==> src/rtl/bias_seq_pkg.sv <==
// Shared types, default widths and bias sign-magnitude decoding for the bias channel sequencer.
// Pure declarations: no latency, no flow control.
package bias_seq_pkg;

  localparam int DEF_N_CH  = 64;
  localparam int DEF_ACC_W = 24;
  localparam int DEF_PIX_W = 16;
  localparam int DEF_SHIFT = 0;

  typedef enum logic [1:0] {
    ST_IDLE,
    ST_RUN,
    ST_DRAIN,
    ST_DONE
  } seq_state_t;

  // 0x8000 (negative zero) decodes to 0 like any other zero magnitude.
  function automatic logic signed [16:0] sm_to_tc(input logic [15:0] sm);
    logic signed [16:0] mag;
    mag = signed'({2'b00, sm[14:0]});
    return sm[15] ? -mag : mag;
  endfunction

endpackage

==> src/rtl/bias_postproc.sv <==
// Bias add, arithmetic shift, ReLU and 16-bit saturation of one accumulator value.
// Purely combinational (zero latency); no flow control of its own.
module bias_postproc
  import bias_seq_pkg::*;
#(
  parameter int ACC_W = DEF_ACC_W,
  parameter int SHIFT = DEF_SHIFT
) (
  input  logic signed [ACC_W-1:0] acc_data,
  input  logic        [15:0]      bias_sm,
  output logic        [15:0]      result
);

  logic signed [16:0]    bias_tc;
  logic signed [ACC_W:0] bias_ext;
  logic signed [ACC_W:0] sum;
  logic signed [ACC_W:0] shifted;

  assign bias_tc  = sm_to_tc(bias_sm);
  assign bias_ext = (ACC_W+1)'(bias_tc);
  assign sum      = (ACC_W+1)'(acc_data) + bias_ext;
  assign shifted  = sum >>> SHIFT;

  // Non-negative values with any bit at or above bit 15 exceed 32767.
  always_comb begin
    result = shifted[15:0];
    if (shifted[ACC_W]) begin
      result = '0;
    end else if (|shifted[ACC_W-1:15]) begin
      result = 16'h7FFF;
    end
  end

endmodule

==> src/rtl/bias_channel_sequencer.sv <==
// Walks N_CH channels per pixel, applies per-channel bias/ReLU/saturation, registers the result.
// Latency 1 cycle; acc_ready drops while the held output is stalled by out_ready.
module bias_channel_sequencer
  import bias_seq_pkg::*;
#(
  parameter int N_CH  = DEF_N_CH,
  parameter int ACC_W = DEF_ACC_W,
  parameter int PIX_W = DEF_PIX_W,
  parameter int SHIFT = DEF_SHIFT,
  localparam int CH_W = (N_CH > 1) ? $clog2(N_CH) : 1
) (
  input  logic                    clk,
  input  logic                    rst_n,
  input  logic                    start,
  input  logic        [PIX_W-1:0] num_pix,
  input  logic [N_CH-1:0][15:0]   bias_mem,
  input  logic                    acc_valid,
  input  logic signed [ACC_W-1:0] acc_data,
  output logic                    acc_ready,
  output logic                    out_valid,
  output logic        [15:0]      out_data,
  input  logic                    out_ready,
  output logic        [CH_W-1:0]  out_ch,
  output logic                    busy,
  output logic                    done
);

  seq_state_t       state, state_nxt;
  logic [CH_W-1:0]  ch_cnt;
  logic [PIX_W-1:0] pix_cnt;
  logic [PIX_W-1:0] num_pix_q;
  logic [15:0]      pp_result;
  logic             acc_fire;
  logic             last_ch;
  logic             last_pix;

  bias_postproc #(
    .ACC_W(ACC_W),
    .SHIFT(SHIFT)
  ) u_postproc (
    .acc_data(acc_data),
    .bias_sm (bias_mem[ch_cnt]),
    .result  (pp_result)
  );

  assign acc_ready = (state == ST_RUN) && (!out_valid || out_ready);
  assign acc_fire  = acc_valid && acc_ready;
  assign last_ch   = (ch_cnt == CH_W'(N_CH - 1));
  assign last_pix  = (pix_cnt == num_pix_q - PIX_W'(1));
  assign busy      = (state == ST_RUN) || (state == ST_DRAIN);
  assign done      = (state == ST_DONE);

  always_comb begin
    state_nxt = state;
    case (state)
      ST_IDLE:  if (start) state_nxt = (num_pix == '0) ? ST_DONE : ST_RUN;
      ST_RUN:   if (acc_fire && last_ch && last_pix) state_nxt = ST_DRAIN;
      ST_DRAIN: if (out_valid && out_ready) state_nxt = ST_DONE;
      ST_DONE:  state_nxt = ST_IDLE;
      default:  state_nxt = ST_IDLE;
    endcase
  end

  always_ff @(posedge clk or negedge rst_n) begin
    if (!rst_n) begin
      state     <= ST_IDLE;
      ch_cnt    <= '0;
      pix_cnt   <= '0;
      num_pix_q <= '0;
    end else begin
      state <= state_nxt;
      if (state == ST_IDLE && start) begin
        ch_cnt    <= '0;
        pix_cnt   <= '0;
        num_pix_q <= num_pix;
      end else if (acc_fire) begin
        ch_cnt <= last_ch ? '0 : ch_cnt + CH_W'(1);
        if (last_ch) pix_cnt <= pix_cnt + PIX_W'(1);
      end
    end
  end

  // A new beat can only land when the register is empty or being drained this cycle.
  always_ff @(posedge clk or negedge rst_n) begin
    if (!rst_n) begin
      out_valid <= 1'b0;
      out_data  <= '0;
      out_ch    <= '0;
    end else if (acc_fire) begin
      out_valid <= 1'b1;
      out_data  <= pp_result;
      out_ch    <= ch_cnt;
    end else if (out_ready) begin
      out_valid <= 1'b0;
    end
  end

endmodule
==> config.mk <==
export PLATFORM = sky130hd
export DESIGN_NAME = bias_channel_sequencer
export DESIGN_NICKNAME = d
export VERILOG_FILES = /design/src/rtl/bias_seq_pkg.sv /design/src/rtl/bias_postproc.sv /design/src/rtl/bias_channel_sequencer.sv
export SDC_FILE = /design/constraint.sdc
export NUM_CORES = 1
export LEC_CHECK = 0
export CAP_MARGIN = 10
export CORE_AREA = 2 2 426 428
export DETAILED_ROUTE_END_ITERATION = 7
export DIE_AREA = 0 0 428 430
export DONT_BUFFER_PORTS = 1
export PLACE_DENSITY = 0.3
export SETUP_SLACK_MARGIN = 0.2
export SLEW_MARGIN = 25
export SYNTH_ARGS = -nofsm -noshare
export SYNTH_HDL_FRONTEND = slang
export SYNTH_SLANG_ARGS = --single-unit
==> constraint.sdc <==
create_clock -name clk -period 7.4 [get_ports clk]
set_input_delay 1.48 -clock clk [delete_from_list [all_inputs] [get_ports clk]]
set_output_delay 1.48 -clock clk [all_outputs]
set_load 0.005 [all_outputs]
==> impl_metrics.env, run 1 <==
export IMPL_outcome="complete, no violations"
export IMPL_first_pass_grt_wire_length_mm=159.1
export IMPL_std_cell_rows=156
export IMPL_first_global_vias=13090
export IMPL_required_time_of_the_worst_setup_path_ns=7.64
export IMPL_yosys_warnings=0
export IMPL_dp_cells=3564
export IMPL_clock_tree_htree_level_count=3
export IMPL_synthArstFlopShare_pct=100.0
export IMPL_fin_crit_sh_pct=89.14
export IMPL_route_detailed_vias_per_inst=3.620
export IMPL_grt_util_all_layers_pct=13.50
export IMPL_critPathLaunchType="primary input"
export IMPL_setup_worst_path_start="bias_mem[177]"
export IMPL_fin_worst_hold_slack_ns=0.5095
export IMPL_synth_edff_count=0
export IMPL_critical_path_max_stage_delay_ns=0.58
export IMPL_finalInstanceArea_um2=16750
export IMPL_initial_utilization_pct=7.331
export IMPL_timing_clock_skew_ns=0.008012
export IMPL_firstDrtPassIters=5
export IMPL_cellPowerDensity_nw_per_um2=363.5
export IMPL_cap_viol_max_count=0
export IMPL_layout_cell_share_with_drive_strength_beyond_1_pct=32.37
export IMPL_cts_root_buffer_cell="sky130_fd_sc_hd__clkbuf_16"
export IMPL_critical_path_endpoint_type="register"
export IMPL_postSynthNetCount=2339
export IMPL_syn_instance_count=1236
export IMPL_achievable_frequency_mhz=151.6
export IMPL_gp_congestion=1.189
export IMPL_cts_buffers_inserted=9
export IMPL_nNetsFinal=2309
export IMPL_antenna_found_initial=176
export IMPL_synth_seq_area_share_pct=11.96
export IMPL_mostFrequentLayoutCell="sky130_fd_sc_hd__mux4_2"
export IMPL_tritoncts_clock_tree="built"
export IMPL_ys_dominant_reg_cell="sky130_fd_sc_hd__dfrtp_1"
export IMPL_drv_slew=0
export IMPL_worst_slew_pin_transition_ns=1.045
export IMPL_rsz0062_at_grt="no"
export IMPL_detailed_place_hpwl_mm=115.8
export IMPL_critical_path_slowest_cell="sky130_fd_sc_hd__mux4_2"
export IMPL_core_area_um2=179800
export IMPL_worst_setup_path_endpoint="out_data[9]"
export IMPL_timing_critical_path_arrival_ns=6.84
export IMPL_setup_reg_to_reg_worst_slack_ns=0.91
export IMPL_routed_length_per_instance_um=35.54
export IMPL_grt_max_degree=81
export IMPL_fin_crit_ns=6.596
export IMPL_r2r_end="out_data[9]"
export IMPL_maxSlewHeadroom_pct=30.34
export IMPL_ys_types=82
export IMPL_die_y_um=430
export IMPL_nFillCells=20700
export IMPL_design_die_area_um2=184000
export IMPL_initialDrtViolationCount=1137
export IMPL_postSynthRegisterBits=63
export IMPL_p_leak_nw=4.776
export IMPL_most_common_layout_cells="sky130_fd_sc_hd__mux4_2, sky130_fd_sc_hd__nand2_1, sky130_fd_sc_hd__a21oi_1, sky130_fd_sc_hd__nor2_1, sky130_fd_sc_hd__buf_4"
export IMPL_timing_worst_setup_path_type="in -> reg"
export IMPL_hold_viol_final=0
export IMPL_total_congestion_overflow=0
export IMPL_post_route_drc_count=0
export IMPL_die_w_um=428
export IMPL_crit_reg2reg_launch="ch_cnt[0]"
export IMPL_hold_path_class="reg -> reg"
export IMPL_finalWirelength_mm=129.8
export IMPL_buffer_ports_inserted=0
export IMPL_placement_cell_area_um2=16240
export IMPL_r2r_cells=22
export IMPL_synthesis_area_um2=13180
export IMPL_path_common_cell="sky130_fd_sc_hd__mux4_2"
export IMPL_flow_area_growth_from_synthesis_pct=27.10
export IMPL_crit_path_buffers_inverters=2
export IMPL_cts_buffer_depth=2
export IMPL_clkSlewWorstSetupHoldPaths_ns=0.07
export IMPL_cts_sinks=63
export IMPL_worst_skew_pair_late_latency_ns=0.37
export IMPL_cp_cell_sequence="mux4_2, mux4_2, and3_1, a2111o_1, inv_2, ha_1, nand2_1, o21ai_0, fa_1, a21oi_1, and4b_1, o41ai_2, a31oi_1, a2111oi_1, nor2_1, nor4_1, and4_1, buf_4, a41oi_1"
export IMPL_ant_nets=0
export IMPL_worst_path_max_fanout=6
export IMPL_num_vias=13220
export IMPL_layoutNonFillerInstCount=3652
export IMPL_syn_avg_cell_area_um2=10.66
export IMPL_finalSetupViolations=0
export IMPL_ioPinCount=1095
export IMPL_cp_num_cells=19
export IMPL_critPathTopFamily="compound AO/OA/AOI/OAI gates"
export IMPL_irDropWorstVdd_mv=0.1309
-- cell usage after synthesis, types with 7 or more instances --
cell	count	area [um^2]
sky130_fd_sc_hd__mux4_2	262	5901
sky130_fd_sc_hd__nand2_1	126	473.0
sky130_fd_sc_hd__a21oi_1	79	395.4
sky130_fd_sc_hd__nor2_1	73	274.0
sky130_fd_sc_hd__dfrtp_1	63	1577
sky130_fd_sc_hd__clkbuf_1	48	180.2
sky130_fd_sc_hd__o21ai_0	44	220.2
sky130_fd_sc_hd__xnor2_1	39	341.6
sky130_fd_sc_hd__a22oi_1	38	285.3
sky130_fd_sc_hd__mux2i_1	38	380.4
sky130_fd_sc_hd__ha_1	33	412.9
sky130_fd_sc_hd__a31oi_1	28	175.2
sky130_fd_sc_hd__nand3_1	28	140.1
sky130_fd_sc_hd__xor2_1	26	227.7
sky130_fd_sc_hd__buf_2	23	115.1
sky130_fd_sc_hd__inv_1	20	75.07
sky130_fd_sc_hd__nor2b_1	18	112.6
sky130_fd_sc_hd__buf_1	17	63.81
sky130_fd_sc_hd__o22ai_1	16	100.1
sky130_fd_sc_hd__or3_1	16	100.1
sky130_fd_sc_hd__nor3_1	13	65.06
sky130_fd_sc_hd__and2_1	12	75.07
sky130_fd_sc_hd__buf_4	12	90.09
sky130_fd_sc_hd__buf_6	12	135.1
sky130_fd_sc_hd__nor4_1	11	68.82
sky130_fd_sc_hd__a211oi_1	8	60.06
sky130_fd_sc_hd__and3_1	8	50.05
sky130_fd_sc_hd__nand4_1	7	43.79
sky130_fd_sc_hd__o211ai_1	7	52.55
-- kinds of logic (layout without fill, tap and decap cells) --
logic type                 after synthesis  count (layout)  synth area share (%)
buffers and inverters                  139             114                 5.412
other                                    0              71                     0
adders and majority gates               34              34                 3.285
and+or+nand+nor                        342             342                 12.60
muxes                                  303             303                 47.92
AOI/OAI and AO/OA                      290             290                 14.51
xor gates and xnor gates                65              65                 4.320
DFF                                     63              63                 11.96
-- cell type report --
class	instances	area [um^2]	area share, %
well taps	2370	2965	17.70
diodes	71	177.7	1.061
clock inverters	7	77.57	0.4631
flip-flops and latches	63	1594	9.517
repair buffers	73	676.9	4.041
multi-input cells	1034	10940	65.29
inverters	25	96.34	0.5752
clock buffers	9	225.2	1.345
-- flip-flops by register name, indices dropped and copies added (netlist names) --
register and count:
num_pix_q 16, ch_cnt 6, out_ch 6, out_data 16
pix_cnt 16, out_valid 1, state 2
-- what timing repair did --
action / 4_1_cts / 5_1_grt
gates resized for setup: 0 / 5
setup buffers: 0 / 1
endpoints found under the setup margin: 0 / 15
hold buffers: 0 / 0
-- through the flow --
| step | TNS, ns | total power (W) | setup slack [ns] | utilization (%) |
|---|---|---|---|---|
| after floorplan | 0 | 0.003967 | 1.078 | - |
| after global placement | -0.6674 | 0.005765 | -0.07405 | 9.028 |
| after detailed placement | 0 | 0.005746 | 0.1788 | 9.032 |
| after CTS | 0 | 0.006262 | 0.3945 | 9.201 |
| after global routing | 0 | 0.006620 | 0.2549 | 9.266 |
| final | 0 | 0.006088 | 0.8035 | 9.317 |
-- worst register-to-register path, stage by stage, from the launching register on --
cell                        delay, ns
sky130_fd_sc_hd__dfrtp_4         0.54
sky130_fd_sc_hd__buf_12          0.24
sky130_fd_sc_hd__buf_4           0.34
sky130_fd_sc_hd__mux4_2          0.64
sky130_fd_sc_hd__a32o_1          0.26
sky130_fd_sc_hd__a31oi_1         0.24
sky130_fd_sc_hd__o21a_1          0.32
sky130_fd_sc_hd__o31a_1          0.34
sky130_fd_sc_hd__and3_2          0.28
sky130_fd_sc_hd__nand4_2         0.17
sky130_fd_sc_hd__o31ai_1         0.36
sky130_fd_sc_hd__xnor2_1         0.18
sky130_fd_sc_hd__ha_1            0.27
sky130_fd_sc_hd__a21oi_1         0.34
sky130_fd_sc_hd__nor2b_1         0.09
sky130_fd_sc_hd__nor3_1          0.18
sky130_fd_sc_hd__a31oi_1         0.18
sky130_fd_sc_hd__a2111oi_1       0.44
sky130_fd_sc_hd__nor2_1          0.10
sky130_fd_sc_hd__nor4_1          0.25
sky130_fd_sc_hd__and4_1          0.32
sky130_fd_sc_hd__buf_4           0.18
sky130_fd_sc_hd__a41oi_1         0.11
-- where the power goes --
part / internal, W / switching, W / leakage, nW / total (W)
clock network: 0.000265 / 0.000211 / 0.147 / 0.000475
registers: 0.000454 / 0.000209 / 0.810 / 0.000662
logic: 0.00217 / 0.00278 / 3.82 / 0.00495
-- how the worst min path moves through the flow --
| stage | slack [ns] | depth (start not counted) | to | startpoint |
|---|---|---|---|---|
| after floorplan | 0.46 | 2 | num_pix_q[14] | num_pix_q[14] |
| after global placement | 0.50 | 2 | num_pix_q[14] | num_pix_q[14] |
| after detailed placement | 0.50 | 2 | num_pix_q[14] | num_pix_q[14] |
| after CTS | 0.52 | 2 | num_pix_q[14] | num_pix_q[14] |
| after global routing | 0.55 | 2 | num_pix_q[14] | num_pix_q[14] |
| final | 0.51 | 2 | num_pix_q[14] | num_pix_q[14] |
-- routing by layer --
| metal | wire (um) | global-route usage (%) | up-vias |
|---|---|---|---|
| met5 | 725 | 0.2862 | - |
| met4 | 3803 | 3.087 | 82 |
| met3 | 13250 | 5.415 | 299 |
| met2 | 62590 | 22.88 | 1020 |
| met1 | 49430 | 15.85 | 6719 |
| li1 | - | - | 5102 |
Power figures use the tool's default switching activity.
==> inputs of run 2 (changes only) <==
- clock period: 7.4 -> 8.1 ns (I/O delays scaled with it)
==> run 2 against run 1 <==
Global-route usage is 0.083 points lower. Cell count is 0.60% lower. Worst setup slack better by 0.33 ns. Clock-buffer cell count stayed put. Largest power group unchanged.
==> impl_metrics.env, run 2 (synthesized netlist as in run 1, its figures left out) <==
export IMPL_flow_area_growth_from_synthesis_pct=25.51
export IMPL_clock_tree_htree_level_count=3
export IMPL_fin_crit_sh_pct=86.05
export IMPL_cts_buffers_inserted=9
export IMPL_postLayoutCoreUtil_pct=9.201
export IMPL_worst_slew_pin_transition_ns=1.090
export IMPL_post_layout_total_power_w=0.005454
export IMPL_irDropWorstVdd_mv=0.1591
export IMPL_nNetsFinal=2297
export IMPL_maxSlewHeadroom_pct=27.34
export IMPL_first_pass_grt_wire_length_mm=158.4
export IMPL_rsz0062_at_grt="no"
export IMPL_crit_reg2reg_launch="ch_cnt[0]"
export IMPL_cap_viol_max_count=0
export IMPL_std_cell_rows=156
export IMPL_tritoncts_clock_tree="built"
export IMPL_cts_sinks=63
export IMPL_layoutNonFillerInstCount=3630
export IMPL_timing_worst_setup_path_type="reg -> reg"
export IMPL_fin_crit_ns=6.970
export IMPL_setup_reg_to_reg_worst_slack_ns=1.13
export IMPL_antenna_found_initial=172
export IMPL_dp_cells=3553
export IMPL_ant_nets=0
export IMPL_cellPowerDensity_nw_per_um2=329.7
export IMPL_finalSetupViolations=0
export IMPL_worst_path_max_fanout=48
export IMPL_cp_cell_sequence="buf_12, buf_4, mux4_2, a221oi_1, o211ai_1, nor3_2, nand4_2, o31a_1, ha_1, nor2b_1, and2_1, a2111oi_0, o221ai_1, a31oi_1, o21ai_0, nor4_1, and4_1, buf_4, a41oi_1"
export IMPL_timing_clock_skew_ns=0.008131
export IMPL_pre_cts_slack_ns=0.8376
export IMPL_biggestRegsByFlops="num_pix_q x16, out_data x16, pix_cnt x16"
export IMPL_finalWirelength_mm=129.3
export IMPL_achievable_frequency_mhz=143.5
export IMPL_firstDrtPassIters=5
export IMPL_total_negative_setup_slack_ns=0
export IMPL_layout_cell_share_with_drive_strength_beyond_1_pct=31.36
export IMPL_most_common_layout_cells="sky130_fd_sc_hd__mux4_2, sky130_fd_sc_hd__nand2_1, sky130_fd_sc_hd__a21oi_1, sky130_fd_sc_hd__nor2_1, sky130_fd_sc_hd__dfrtp_1"
export IMPL_first_global_vias=12900
export IMPL_core_area_um2=179800
export IMPL_required_time_of_the_worst_setup_path_ns=8.32
export IMPL_worst_skew_pair_late_latency_ns=0.35
export IMPL_final_setup_worst_slack_ns=1.130
export IMPL_cts_setup_buffers=0
export IMPL_cts_repair_resized=0
export IMPL_p_leak_nw=4.689
export IMPL_detailed_place_hpwl_mm=115.2
export IMPL_path_common_cell="sky130_fd_sc_hd__buf_4"
export IMPL_critPathLaunchType="register"
export IMPL_grt_util_all_layers_pct=13.42
export IMPL_initialDrtViolationCount=1203
export IMPL_min_path_cells=2
export IMPL_cts_hold_buffers=0
export IMPL_post_route_drc_count=0
export IMPL_initial_utilization_pct=7.331
export IMPL_total_congestion_overflow=0
export IMPL_nFillCells=20720
export IMPL_min_delay_start="out_ch[1]"
export IMPL_cts_root_buffer_cell="sky130_fd_sc_hd__clkbuf_16"
export IMPL_outcome="complete, no violations"
export IMPL_routed_length_per_instance_um=35.61
export IMPL_design_die_area_um2=184000
export IMPL_gp_congestion=1.187
export IMPL_r2r_cells=19
export IMPL_clkSlewWorstSetupHoldPaths_ns=0.06
export IMPL_num_vias=13190
export IMPL_r2r_end="out_data[9]"
export IMPL_grt_max_degree=115
export IMPL_die_w_um=428
export IMPL_hold_path_class="reg -> reg"
export IMPL_drv_slew=0
export IMPL_route_detailed_vias_per_inst=3.633
export IMPL_critical_path_endpoint_type="register"
export IMPL_die_y_um=430
export IMPL_hold_viol_final=0
export IMPL_buffer_ports_inserted=0
export IMPL_critical_path_slowest_cell="sky130_fd_sc_hd__dfrtp_4"
export IMPL_timing_critical_path_arrival_ns=7.19
export IMPL_mostFrequentLayoutCell="sky130_fd_sc_hd__mux4_2"
export IMPL_ioPinCount=1095
export IMPL_cts_buffer_depth=2
export IMPL_hold_path_end="out_ch[1]"
export IMPL_critical_path_max_stage_delay_ns=0.80
## run 2: layer usage
| layer | vias up | track usage (%) | wire (um) |
|---|---|---|---|
| li1 | 5062 | - | - |
| met1 | 6689 | 15.84 | 49310 |
| met2 | 1032 | 22.80 | 61940 |
| met3 | 304 | 5.450 | 13730 |
| met4 | 100 | 2.645 | 3598 |
| met5 | - | 0 | 684 |
## run 2: worst max-delay path by stage
stage                   from            to  slack [ns]
2_1_floorplan   bias_mem[49]  out_data[10]        1.64
3_3_place_gp   bias_mem[367]   out_data[9]        0.70
3_5_place_dp   bias_mem[367]   out_data[9]        0.84
4_1_cts            ch_cnt[0]   out_data[9]        1.08
5_1_grt            ch_cnt[0]   out_data[9]        0.48
6_report           ch_cnt[0]   out_data[9]        1.13
## run 2: through the flow
stage          area (um^2)  hold slack [ns]
4_1_cts              16390           0.5186
3_3_place_gp         16110           0.5012
2_1_floorplan        13180           0.4621
3_5_place_dp         16110           0.5019
5_1_grt              16460           0.5354
6_report             16540           0.5074
## run 2: layout make-up
class | instances | area, um^2 | area share, %
antenna | 61 | 152.6 | 0.9228
clock buffer | 9 | 225.2 | 1.362
clock inverter | 7 | 48.80 | 0.2950
inverter | 25 | 96.34 | 0.5824
multi-input combinational | 1034 | 10910 | 65.98
sequential | 63 | 1594 | 9.637
tap | 2370 | 2965 | 17.93
timing repair buffer | 61 | 545.5 | 3.298
## run 2: critical path: cells and delay by family (launching register included)
kind	cells	cell delay [ns]
compound gates	8	2.74
flops	1	0.80
fa+ha+maj	1	0.45
buf+inv	3	0.85
mux	1	0.54
simple gates	6	1.37
## run 2: power breakdown
group	internal, W	switching, W
Sequential	0.000414	0.000212
Combinational	0.00194	0.00251
Clock	0.000208	0.000170
==> inputs of run 3 (changes only) <==
- CTS_BUF_LIST: default -> sky130_fd_sc_hd__clkbuf_4
==> run 3 against run 2 <==
Via count up 0.44%. Critical endpoint unchanged. Highest routed layer unchanged. Total power shrank 2.8%. Largest cell class unchanged. Sequential share of layout area grew 0.081 points.
==> impl_metrics.env, run 3 (synthesized netlist as in run 1, its figures left out) <==
export IMPL_mostFrequentLayoutCell="sky130_fd_sc_hd__mux4_2"
export IMPL_antenna_found_initial=168
export IMPL_std_cell_rows=156
export IMPL_critPathTopFamily="compound AO/OA/AOI/OAI gates"
export IMPL_timing_critical_path_arrival_ns=7.37
export IMPL_nNetsFinal=2297
export IMPL_cts_buffers_inserted=9
export IMPL_critical_path_endpoint_type="register"
export IMPL_r2r_cells=19
export IMPL_cts_root_buffer_cell="sky130_fd_sc_hd__clkbuf_4"
export IMPL_grt_util_all_layers_pct=13.39
export IMPL_core_area_um2=179800
export IMPL_firstDrtPassIters=5
export IMPL_first_pass_grt_wire_length_mm=158.2
export IMPL_critical_path_slowest_cell="sky130_fd_sc_hd__dfrtp_4"
export IMPL_buffer_ports_inserted=0
export IMPL_routed_length_per_instance_um=35.52
export IMPL_p_leak_nw=4.620
export IMPL_initial_utilization_pct=7.331
export IMPL_cts_sinks=63
export IMPL_layout_cell_share_with_drive_strength_beyond_1_pct=31.36
export IMPL_clkSlewWorstSetupHoldPaths_ns=0.14
export IMPL_cts_hold_buffers=0
export IMPL_fin_worst_hold_slack_ns=0.5239
export IMPL_cap_viol_max_count=0
export IMPL_finalWirelength_mm=129.2
export IMPL_route_detailed_vias_per_inst=3.641
export IMPL_cp_cell_sequence="buf_12, buf_4, mux4_2, mux4_2, mux2i_1, o32a_1, nand4_2, o31a_1, ha_1, nor2b_1, and2_1, a2111oi_0, o221ai_1, a31oi_1, o21ai_0, nor4_1, and4_1, buf_4, a41oi_1"
export IMPL_rsz0062_at_grt="no"
export IMPL_dp_cells=3553
export IMPL_required_time_of_the_worst_setup_path_ns=8.45
export IMPL_timing_worst_setup_path_type="reg -> reg"
export IMPL_multi_input_area_um2=10910
export IMPL_initialDrtViolationCount=1252
export IMPL_clock_tree_htree_level_count=3
export IMPL_finalSetupViolations=0
export IMPL_sequential_cell_area_um2=1594
export IMPL_irDropWorstVdd_mv=0.1576
export IMPL_total_congestion_overflow=0
export IMPL_cellPowerDensity_nw_per_um2=323.1
export IMPL_pre_cts_slack_ns=0.8376
export IMPL_outcome="complete, no violations"
export IMPL_die_y_um=430
export IMPL_maxSlewHeadroom_pct=25.90
export IMPL_worst_slew_pin_transition_ns=1.112
export IMPL_setup_reg_to_reg_worst_slack_ns=1.08
export IMPL_first_global_vias=12920
export IMPL_min_path_cells=2
export IMPL_drv_slew=0
export IMPL_worst_skew_pair_late_latency_ns=0.48
export IMPL_grt_max_degree=115
export IMPL_ioPinCount=1095
export IMPL_gp_congestion=1.187
export IMPL_timing_clock_skew_ns=0.01721
export IMPL_cts_repair_resized=0
export IMPL_biggestRegsByFlops="num_pix_q x16, out_data x16, pix_cnt x16"
export IMPL_cts_setup_buffers=0
export IMPL_most_common_layout_cells="sky130_fd_sc_hd__mux4_2, sky130_fd_sc_hd__nand2_1, sky130_fd_sc_hd__a21oi_1, sky130_fd_sc_hd__nor2_1, sky130_fd_sc_hd__dfrtp_1"
export IMPL_tritoncts_clock_tree="built"
export IMPL_ant_nets=0
export IMPL_critical_path_max_stage_delay_ns=0.84
export IMPL_hold_path_class="reg -> reg"
export IMPL_fin_crit_ns=7.019
export IMPL_critPathLaunchType="register"
export IMPL_nFillCells=20730
export IMPL_layoutNonFillerInstCount=3638
export IMPL_flow_area_growth_from_synthesis_pct=24.47
export IMPL_die_w_um=428
export IMPL_achievable_frequency_mhz=142.5
export IMPL_detailed_place_hpwl_mm=115.2
export IMPL_cts_buffer_depth=2
export IMPL_hold_viol_final=0
export IMPL_design_die_area_um2=184000
export IMPL_total_negative_setup_slack_ns=0
export IMPL_num_vias=13250
export IMPL_final_setup_worst_slack_ns=1.081
export IMPL_post_route_drc_count=0
export IMPL_worst_path_max_fanout=48
export IMPL_cp_num_cells=19
export IMPL_fin_crit_sh_pct=86.66
export IMPL_crit_path_buffers_inverters=3
## run 3: cell type report
type	instances	share of cell area [%]
multi-input cells	1034	66.53
clock buffers	9	0.4119
clock inverters	7	0.2975
inverters	25	0.5873
well taps	2370	18.08
repair buffers	61	3.326
flip-flops and latches	63	9.718
diodes	69	1.053
## run 3: per-layer routing
metal	global-route usage, %	routed length (um)	vias to the layer above
met3	5.228	12740	283
met1	15.92	50310	6785
met4	2.709	3517	84
met5	0	623	-
met2	22.76	62040	1022
li1	-	-	5071
## run 3: final timing paths
kind                           start            end
setup / recovery           ch_cnt[0]    out_data[9]
hold / removal             out_ch[1]      out_ch[1]
setup reg to reg           ch_cnt[0]    out_data[9]
hold reg to reg            out_ch[1]      out_ch[1]
max in group asynchronous      rst_n      ch_cnt[3]
min in group asynchronous      rst_n  num_pix_q[15]
## run 3: stage by stage
stage / utilization, % / instance area (um^2) / total power, W
3_3_place_gp: 8.961 / 16110 / 0.005221
6_report: 9.125 / 16400 / 0.005301
2_1_floorplan: - / 13180 / 0.003624
4_1_cts: 9.029 / 16230 / 0.005447
3_5_place_dp: 8.964 / 16110 / 0.005202
5_1_grt: 9.082 / 16330 / 0.005751
## run 3: where the power goes
| group | internal [W] | leakage, nW | total, W | switching (W) |
|---|---|---|---|---|
| clock | 0.0000632 | 0.0665 | 0.000213 | 0.000149 |
| sequential | 0.000413 | 0.810 | 0.000626 | 0.000214 |
| combinational | 0.00194 | 3.74 | 0.00446 | 0.00252 |
| total | 0.00242 | 4.62 | 0.00530 | 0.00288 |
## run 3: worst reg2reg max path: stages, from the launching register on
cell and delay, ns:
sky130_fd_sc_hd__dfrtp_4 0.84, sky130_fd_sc_hd__buf_12 0.41, sky130_fd_sc_hd__buf_4 0.36, sky130_fd_sc_hd__mux4_2 0.54, sky130_fd_sc_hd__mux4_2 0.47, sky130_fd_sc_hd__mux2i_1 0.63, sky130_fd_sc_hd__o32a_1 0.44, sky130_fd_sc_hd__nand4_2 0.23
sky130_fd_sc_hd__o31a_1 0.50, sky130_fd_sc_hd__ha_1 0.46, sky130_fd_sc_hd__nor2b_1 0.18, sky130_fd_sc_hd__and2_1 0.15, sky130_fd_sc_hd__a2111oi_0 0.34, sky130_fd_sc_hd__o221ai_1 0.19, sky130_fd_sc_hd__a31oi_1 0.17, sky130_fd_sc_hd__o21ai_0 0.12
sky130_fd_sc_hd__nor4_1 0.27, sky130_fd_sc_hd__and4_1 0.22, sky130_fd_sc_hd__buf_4 0.23, sky130_fd_sc_hd__a41oi_1 0.13
